`src/rtl/timer_counter_pkg.sv`:
```
// Shared definitions for timer_counter: register offsets, MODE codes, CTRL layout, FSM states.
// The optional prescaler is selected with the TIMER_PRESCALE_EN macro.
package timer_counter_pkg;

    localparam logic [1:0] OFF_CTRL     = 2'd0;
    localparam logic [1:0] OFF_PRESET   = 2'd1;
    localparam logic [1:0] OFF_COUNT    = 2'd2;
    localparam logic [1:0] OFF_PRESCALE = 2'd3;

    localparam logic [1:0] MODE_ONESHOT  = 2'b00;
    localparam logic [1:0] MODE_PERIODIC = 2'b01;

    typedef enum logic [1:0] {
        ST_IDLE = 2'd0,
        ST_LOAD = 2'd1,
        ST_CNT  = 2'd2,
        ST_INT  = 2'd3
    } state_e;

    // Packed so that bit 0 = EN, [2:1] = MODE, bit 3 = IM.
    typedef struct packed {
        logic       im;
        logic [1:0] mode;
        logic       en;
    } ctrl_t;

    function automatic logic [31:0] ctrl_rd(input ctrl_t c);
        return {28'd0, c};
    endfunction

endpackage

```
`src/rtl/timer_counter_prescaler.sv`:
```
// Tick divider for timer_counter: one tick every div+1 cycles, restarted by clr.
// Present only when TIMER_PRESCALE_EN is defined.
`ifdef TIMER_PRESCALE_EN
module timer_prescaler #(
    parameter int PSC_W = 8
) (
    input  logic             clk,
    input  logic             reset,
    input  logic             clr,
    input  logic [PSC_W-1:0] div,
    output logic             tick
);

    logic [PSC_W-1:0] div_q, div_d;

    assign tick = (div_q == div);

    always_comb begin
        div_d = div_q + PSC_W'(1);
        if (clr || tick) div_d = '0;
    end

    always_ff @(posedge clk or posedge reset) begin
        if (reset) div_q <= '0;
        else       div_q <= div_d;
    end

endmodule
`endif

```
`src/rtl/timer_counter.sv`:
```
// Memory-mapped programmable down-counter timer (one-shot / periodic) with interrupt request.
// Optional PRESCALE register and tick divider enabled by defining TIMER_PRESCALE_EN.
module timer_counter
    import timer_counter_pkg::*;
#(
    parameter int CNT_W = 32,
    parameter int PSC_W = 8
) (
    input  logic        clk,
    input  logic        reset,
    input  logic [31:0] Addr,
    input  logic [31:0] DataIn,
    input  logic        We,
    output logic [31:0] DataOut,
    output logic        IntReq
);

    state_e           state_q, state_d;
    ctrl_t            ctrl_q, ctrl_d;
    logic [CNT_W-1:0] preset_q, preset_d;
    logic [CNT_W-1:0] count_q, count_d;
    logic             irq_q, irq_d;
    logic             psc_clr;
    logic             tick;
    logic             wr_ctrl, wr_preset, en_wr;

    assign wr_ctrl   = We && (Addr[3:2] == OFF_CTRL);
    assign wr_preset = We && (Addr[3:2] == OFF_PRESET);
    // An EN=0 write landing in INT must stop a periodic reload immediately.
    assign en_wr     = wr_ctrl ? DataIn[0] : ctrl_q.en;

`ifdef TIMER_PRESCALE_EN
    logic [PSC_W-1:0] psc_q;

    always_ff @(posedge clk or posedge reset) begin
        if (reset)                                   psc_q <= '0;
        else if (We && (Addr[3:2] == OFF_PRESCALE))  psc_q <= DataIn[PSC_W-1:0];
    end

    timer_prescaler #(.PSC_W(PSC_W)) u_psc (
        .clk   (clk),
        .reset (reset),
        .clr   (psc_clr),
        .div   (psc_q),
        .tick  (tick)
    );
`else
    logic [PSC_W-1:0] unused_psc;
    logic             unused_clr;
    assign unused_psc = '0;
    assign unused_clr = psc_clr;
    assign tick       = 1'b1;
`endif

    logic unused_bits;
    assign unused_bits = ^{Addr, DataIn};

    always_comb begin
        state_d  = state_q;
        ctrl_d   = ctrl_q;
        preset_d = preset_q;
        count_d  = count_q;
        irq_d    = irq_q;
        psc_clr  = 1'b0;
        unique case (state_q)
            ST_IDLE: if (ctrl_q.en) state_d = ST_LOAD;
            ST_LOAD: begin
                count_d = preset_q;
                psc_clr = 1'b1;
                state_d = ST_CNT;
            end
            ST_CNT: begin
                if (!ctrl_q.en) begin
                    state_d = ST_IDLE;
                end else if (tick) begin
                    if (count_q <= CNT_W'(1)) begin
                        count_d = '0;
                        irq_d   = 1'b1;
                        state_d = ST_INT;
                    end else begin
                        count_d = count_q - CNT_W'(1);
                    end
                end
            end
            ST_INT: begin
                if (!en_wr) begin
                    state_d = ST_IDLE;
                end else if (ctrl_q.mode == MODE_PERIODIC) begin
                    irq_d   = 1'b0;
                    state_d = ST_LOAD;
                end else begin
                    ctrl_d.en = 1'b0;
                    state_d   = ST_IDLE;
                end
            end
            default: state_d = ST_IDLE;
        endcase
        // CPU writes take priority over hardware updates of CTRL and irq_flag.
        if (wr_ctrl) begin
            ctrl_d = ctrl_t'(DataIn[3:0]);
            irq_d  = 1'b0;
        end
        if (wr_preset) begin
            preset_d = DataIn[CNT_W-1:0];
            irq_d    = 1'b0;
        end
    end

    always_ff @(posedge clk or posedge reset) begin
        if (reset) begin
            state_q  <= ST_IDLE;
            ctrl_q   <= '0;
            preset_q <= '0;
            count_q  <= '0;
            irq_q    <= 1'b0;
        end else begin
            state_q  <= state_d;
            ctrl_q   <= ctrl_d;
            preset_q <= preset_d;
            count_q  <= count_d;
            irq_q    <= irq_d;
        end
    end

    always_comb begin
        DataOut = 32'd0;
        case (Addr[3:2])
            OFF_CTRL:     DataOut = ctrl_rd(ctrl_q);
            OFF_PRESET:   DataOut = 32'(preset_q);
            OFF_COUNT:    DataOut = 32'(count_q);
`ifdef TIMER_PRESCALE_EN
            OFF_PRESCALE: DataOut = 32'(psc_q);
`else
            OFF_PRESCALE: DataOut = 32'd0;
`endif
            default:      DataOut = 32'd0;
        endcase
    end

    assign IntReq = ctrl_q.im & irq_q;

endmodule

```
`config.mk`:
```
export PLATFORM = sky130hd
export DESIGN_NAME = timer_counter
export DESIGN_NICKNAME = d
export VERILOG_FILES = /design/src/rtl/timer_counter_pkg.sv /design/src/rtl/timer_counter_prescaler.sv /design/src/rtl/timer_counter.sv
export SDC_FILE = /design/constraint.sdc
export NUM_CORES = 1
export LEC_CHECK = 0
export BUFFER_PORTS_ARGS = -buffer_cell sky130_fd_sc_hd__buf_2
export CAP_MARGIN = 20
export CORE_MARGIN = 8
export CORE_UTILIZATION = 55
export CTS_BUF_LIST = sky130_fd_sc_hd__clkbuf_8
export CTS_CLUSTER_DIAMETER = 120
export CTS_CLUSTER_SIZE = 30
export DETAILED_ROUTE_END_ITERATION = 10
export PLACE_DENSITY = 0.83
export SLEW_MARGIN = 0
export SYNTH_ARGS = -nofsm -noshare
export SYNTH_HDL_FRONTEND = slang
export SYNTH_SLANG_ARGS = --single-unit
```
`constraint.sdc`:
```
create_clock -name clk -period 3 [get_ports clk]
set_input_delay 0.15 -clock clk [delete_from_list [all_inputs] [get_ports clk]]
set_output_delay 0.15 -clock clk [all_outputs]
set_load 0.005 [all_outputs]
```
==> summary.md <==
| Metric | Value |
|---|---|
| Period utilization | `94.6%` |
| Hold-fix buffers, CTS | `1` |
| Crit path max fanout | `17` |
| Core Rows | `31` |
| Initial antenna violation count | `0` |
| Critical path buffer and inverter count | `2` |
| Initial core utilization | `56.0%` |
| Min-Delay Endpoint | `preset_q[30]$_DFFE_PP0P_` |
| Worst r2r dst | `count_q[15]$_DFFE_PP0P_` |
| Most frequent cells in the layout | `dfrtp_1, buf_2, mux2_2, a22o_1, nand2_1` |
| Max-Cap Viols | `0` |
| Yosys warns | `0` |
| 1st-iter DRT viols | `238` |
| GRT Max-Usage Layer | `met2` |
| H-tree depth | `3` |
| Grt total ovfl | `0` |
| Die area | `10300 um^2` |
| Fillers | `590` |
| Post-layout minimum cycle time | `2.84 ns` |
| Fmax | `353 MHz` |
| RD Place Congestion | `0.956` |
| CP top delay family | `simple AND/OR/NAND/NOR gates` |
| Vias in the first global route | `3599` |
| Ys async rst share | `100%` |
| Final slew viol count | `0` |
| Via count | `3631` |
| Leak Pwr | `0.00212 uW` |
| Total Wirelength | `10.8 mm` |
| Hold Startpoint | `DataIn[30]` |
| Maximum vdd ir drop | `508 uV` |
| Bufs on Longest Clock Path | `2` |
| Hold Path Stages | `2` |
| Syn_nets | `463` |
| Layout cell share with drive strength beyond 1 | `33.0%` |
| Status | `finished clean` |
| Vias/cell | `6.39` |
| I/O pin count | `100` |
| Core area | `7180 um^2` |
| Grt met2 use | `35.3%` |
| RSZ-0062 raised after global routing | `no` |
| Seq pwr share | `41.6%` |
| Power per cell area | `859 nW/um^2` |
| R2R depth | `7` |
| Die width | `101 um` |
| DR pass1 iterations | `7` |
| Ys flop type | `dfrtp_1` |
| PortBufs | `69` |
| CP max stage cell | `or4_4` |
| Die Ht | `101 um` |
| Final Hold Viols | `0` |
| Clock skew | `0.00600 ns` |
| Distinct cells, synth | `62` |
| Most common cell after layout, fill and taps aside | `dfrtp_1` |
| Gate Count Post-Synth | `394` |
| Critical path, cell by cell | `or4_4 > or4_4 > buf_4 > o41ai_4 > buf_4 > a21oi_1 > a311o_1` |
| Number of remaining DRC errors | `0` |
| Combinational share of power | `40.9%` |
| Met1 Usage GRT | `28.2%` |
| Req. time, crit path | `3.24 ns` |
| Crit path largest cell delay | `0.61 ns` |
| Arr. time, crit path | `3.08 ns` |
| CP Capture Type | `flop` |
| Reg-to-reg slack, setup | `0.16 ns` |
| Tightest Hold Check Type | `input port to flop` |
| Switch Pwr | `1650 uW` |
| Routed length per instance | `18.9 um` |
| Nets | `534` |
| Clock Power Share | `17.5%` |
| Post-DP HPWL | `7.65 mm` |
| Final Setup Violations | `0` |
| TritonCTS clock tree | `built` |
| Cell internal pwr | `2400 uW` |
| Num CTS Buffers | `9` |
| Area grow syn2layout | `17.1%` |
| Clock Latency Late Sink | `0.36 ns` |
| Crit Path Category | `flop to flop` |
| Synth Area per Inst | `10.2 um^2` |
| Clock Sinks | `71` |
| CTS clk-pin slew, worst paths | `0.07 ns` |
| Fin Setup TNS | `0 ns` |
| Worst R2R Start | `count_q[22]$_DFFE_PP0P_` |
| Sequential share of the synthesized area | `44.2%` |
| PostCTS Resize Cnt | `0` |
| Global-route wire length before repair | `18.0 mm` |
| All-Layer GR Usage | `22.1%` |
| Met3 GRT Util | `4.40%` |
| Root Driver | `clkbuf_8` |
| Largest net degree at the start of global routing | `43` |
| Post-synth EDFFs | `0` |
| Sw frac | `40.8%` |
| Antenna diode count | `0` |
| Relative slew slack | `52.7%` |
| Final core occ | `65.6%` |
| Mapped cell area | `4020 um^2` |
| Yosys reg bits | `71` |
| Worst-margin pin slew | `0.709 ns` |
| Setup bufs post-CTS | `0` |
| Worst setup SP type | `flop` |
| Routed Antenna Nets | `0` |
[state kept, by name, summed over array words and instances (netlist names)]
name and cells:
count_q 32, preset_q 32, ctrl_q 4, state_q 2, irq_q 1
[cells in the mapped netlist, types with 2 or more instances]
cell type	n	area (um^2)
inv_1	6	22.5
nor2b_1	5	31.3
o221a_1	2	22.5
a22oi_1	5	37.5
buf_4	3	22.5
nor4_1	9	56.3
a22o_2	2	20.0
nor2_1	17	63.8
buf_2	4	20.0
o41ai_1	6	52.6
ha_1	2	25.0
nand2_1	29	109
mux2_2	34	383
a221o_1	9	90.1
o21ai_1	5	25.0
o221ai_1	4	35.0
nand4_1	5	31.3
mux2i_1	6	60.1
or2_2	3	18.8
and3_1	2	12.5
nand3_1	10	50.1
nand3b_1	4	30.0
clkbuf_1	17	63.8
buf_6	2	22.5
and2_1	3	18.8
buf_1	6	22.5
a21oi_1	13	65.1
nand2b_1	2	12.5
dfrtp_1	71	1780
o21ai_0	19	95.1
nor3b_1	2	15.0
nor3_1	13	65.1
a22o_1	30	263
o311ai_0	4	35.0
or3_1	7	43.8
a211o_1	2	17.5
o31ai_1	3	22.5
or4_4	2	22.5
a21o_1	3	22.5
[power groups by stage]
stage / combinational, uW / sequential [uW] / clock, uW
4_1_cts: 1650 / 1670 / 711
3_5_place_dp: 1630 / 1680 / 0
6_report: 1660 / 1680 / 707
3_3_place_gp: 1580 / 1660 / 0
2_1_floorplan: 1260 / 1500 / 0
5_1_grt: 1820 / 1730 / 745
[cell type report]
class                           instances  area [um^2]  share of cell area [%]
Clock buffer                           12          165                    3.51
Clock inverter                          3         11.3                   0.239
Multi-Input combinational cell        284         2070                    43.9
Sequential cell                        71         1780                    37.7
Timing Repair Buffer                   93          541                    11.5
Inverter                                6         22.5                   0.478
Tap cell                               99          124                    2.63
[metrics by stage]
| step | cell area (um^2) | hold slack, ns | cells | worst slack [ns] | total power (uW) |
|---|---|---|---|---|---|
| final | 4710 | 0.0230 | 568 | 0.163 | 4050 |
| after global routing | 4710 | 0.0262 | 568 | 0.0566 | 4300 |
| after CTS | 4710 | 0.0157 | 568 | 0.189 | 4030 |
| after detailed placement | 4520 | 0.0321 | 552 | 0.202 | 3320 |
| after global placement | 4520 | 0.0332 | 552 | 0.251 | 3240 |
| after floorplan | 4020 | 0.267 | 394 | 0.346 | 2770 |
[kinds of logic after synthesis]
logic type                 share of synthesized area, %
buffers and inverters                              4.51
AOI/OAI and AO/OA                                  23.4
DFF                                                44.2
and+or+nand+nor                                    16.2
adders and majority gates                         0.622
muxes                                              11.0
[layer usage]
metal / wire, um / share of wire (%)
met1: 4620 / 43
met2: 5180 / 48
met3: 777 / 7.2
met4: 180 / 1.7
met5: 0 / 0
[worst max-delay path by stage]
stage,end,from,depth (start not counted)
after floorplan,count_q[3]$_DFFE_PP0P_,count_q[22]$_DFFE_PP0P_,7
after global placement,count_q[15]$_DFFE_PP0P_,count_q[22]$_DFFE_PP0P_,7
after detailed placement,count_q[15]$_DFFE_PP0P_,count_q[22]$_DFFE_PP0P_,7
after CTS,count_q[15]$_DFFE_PP0P_,count_q[22]$_DFFE_PP0P_,7
after global routing,count_q[30]$_DFFE_PP0P_,count_q[22]$_DFFE_PP0P_,6
final,count_q[15]$_DFFE_PP0P_,count_q[22]$_DFFE_PP0P_,7
Power figures use the tool's default switching activity.
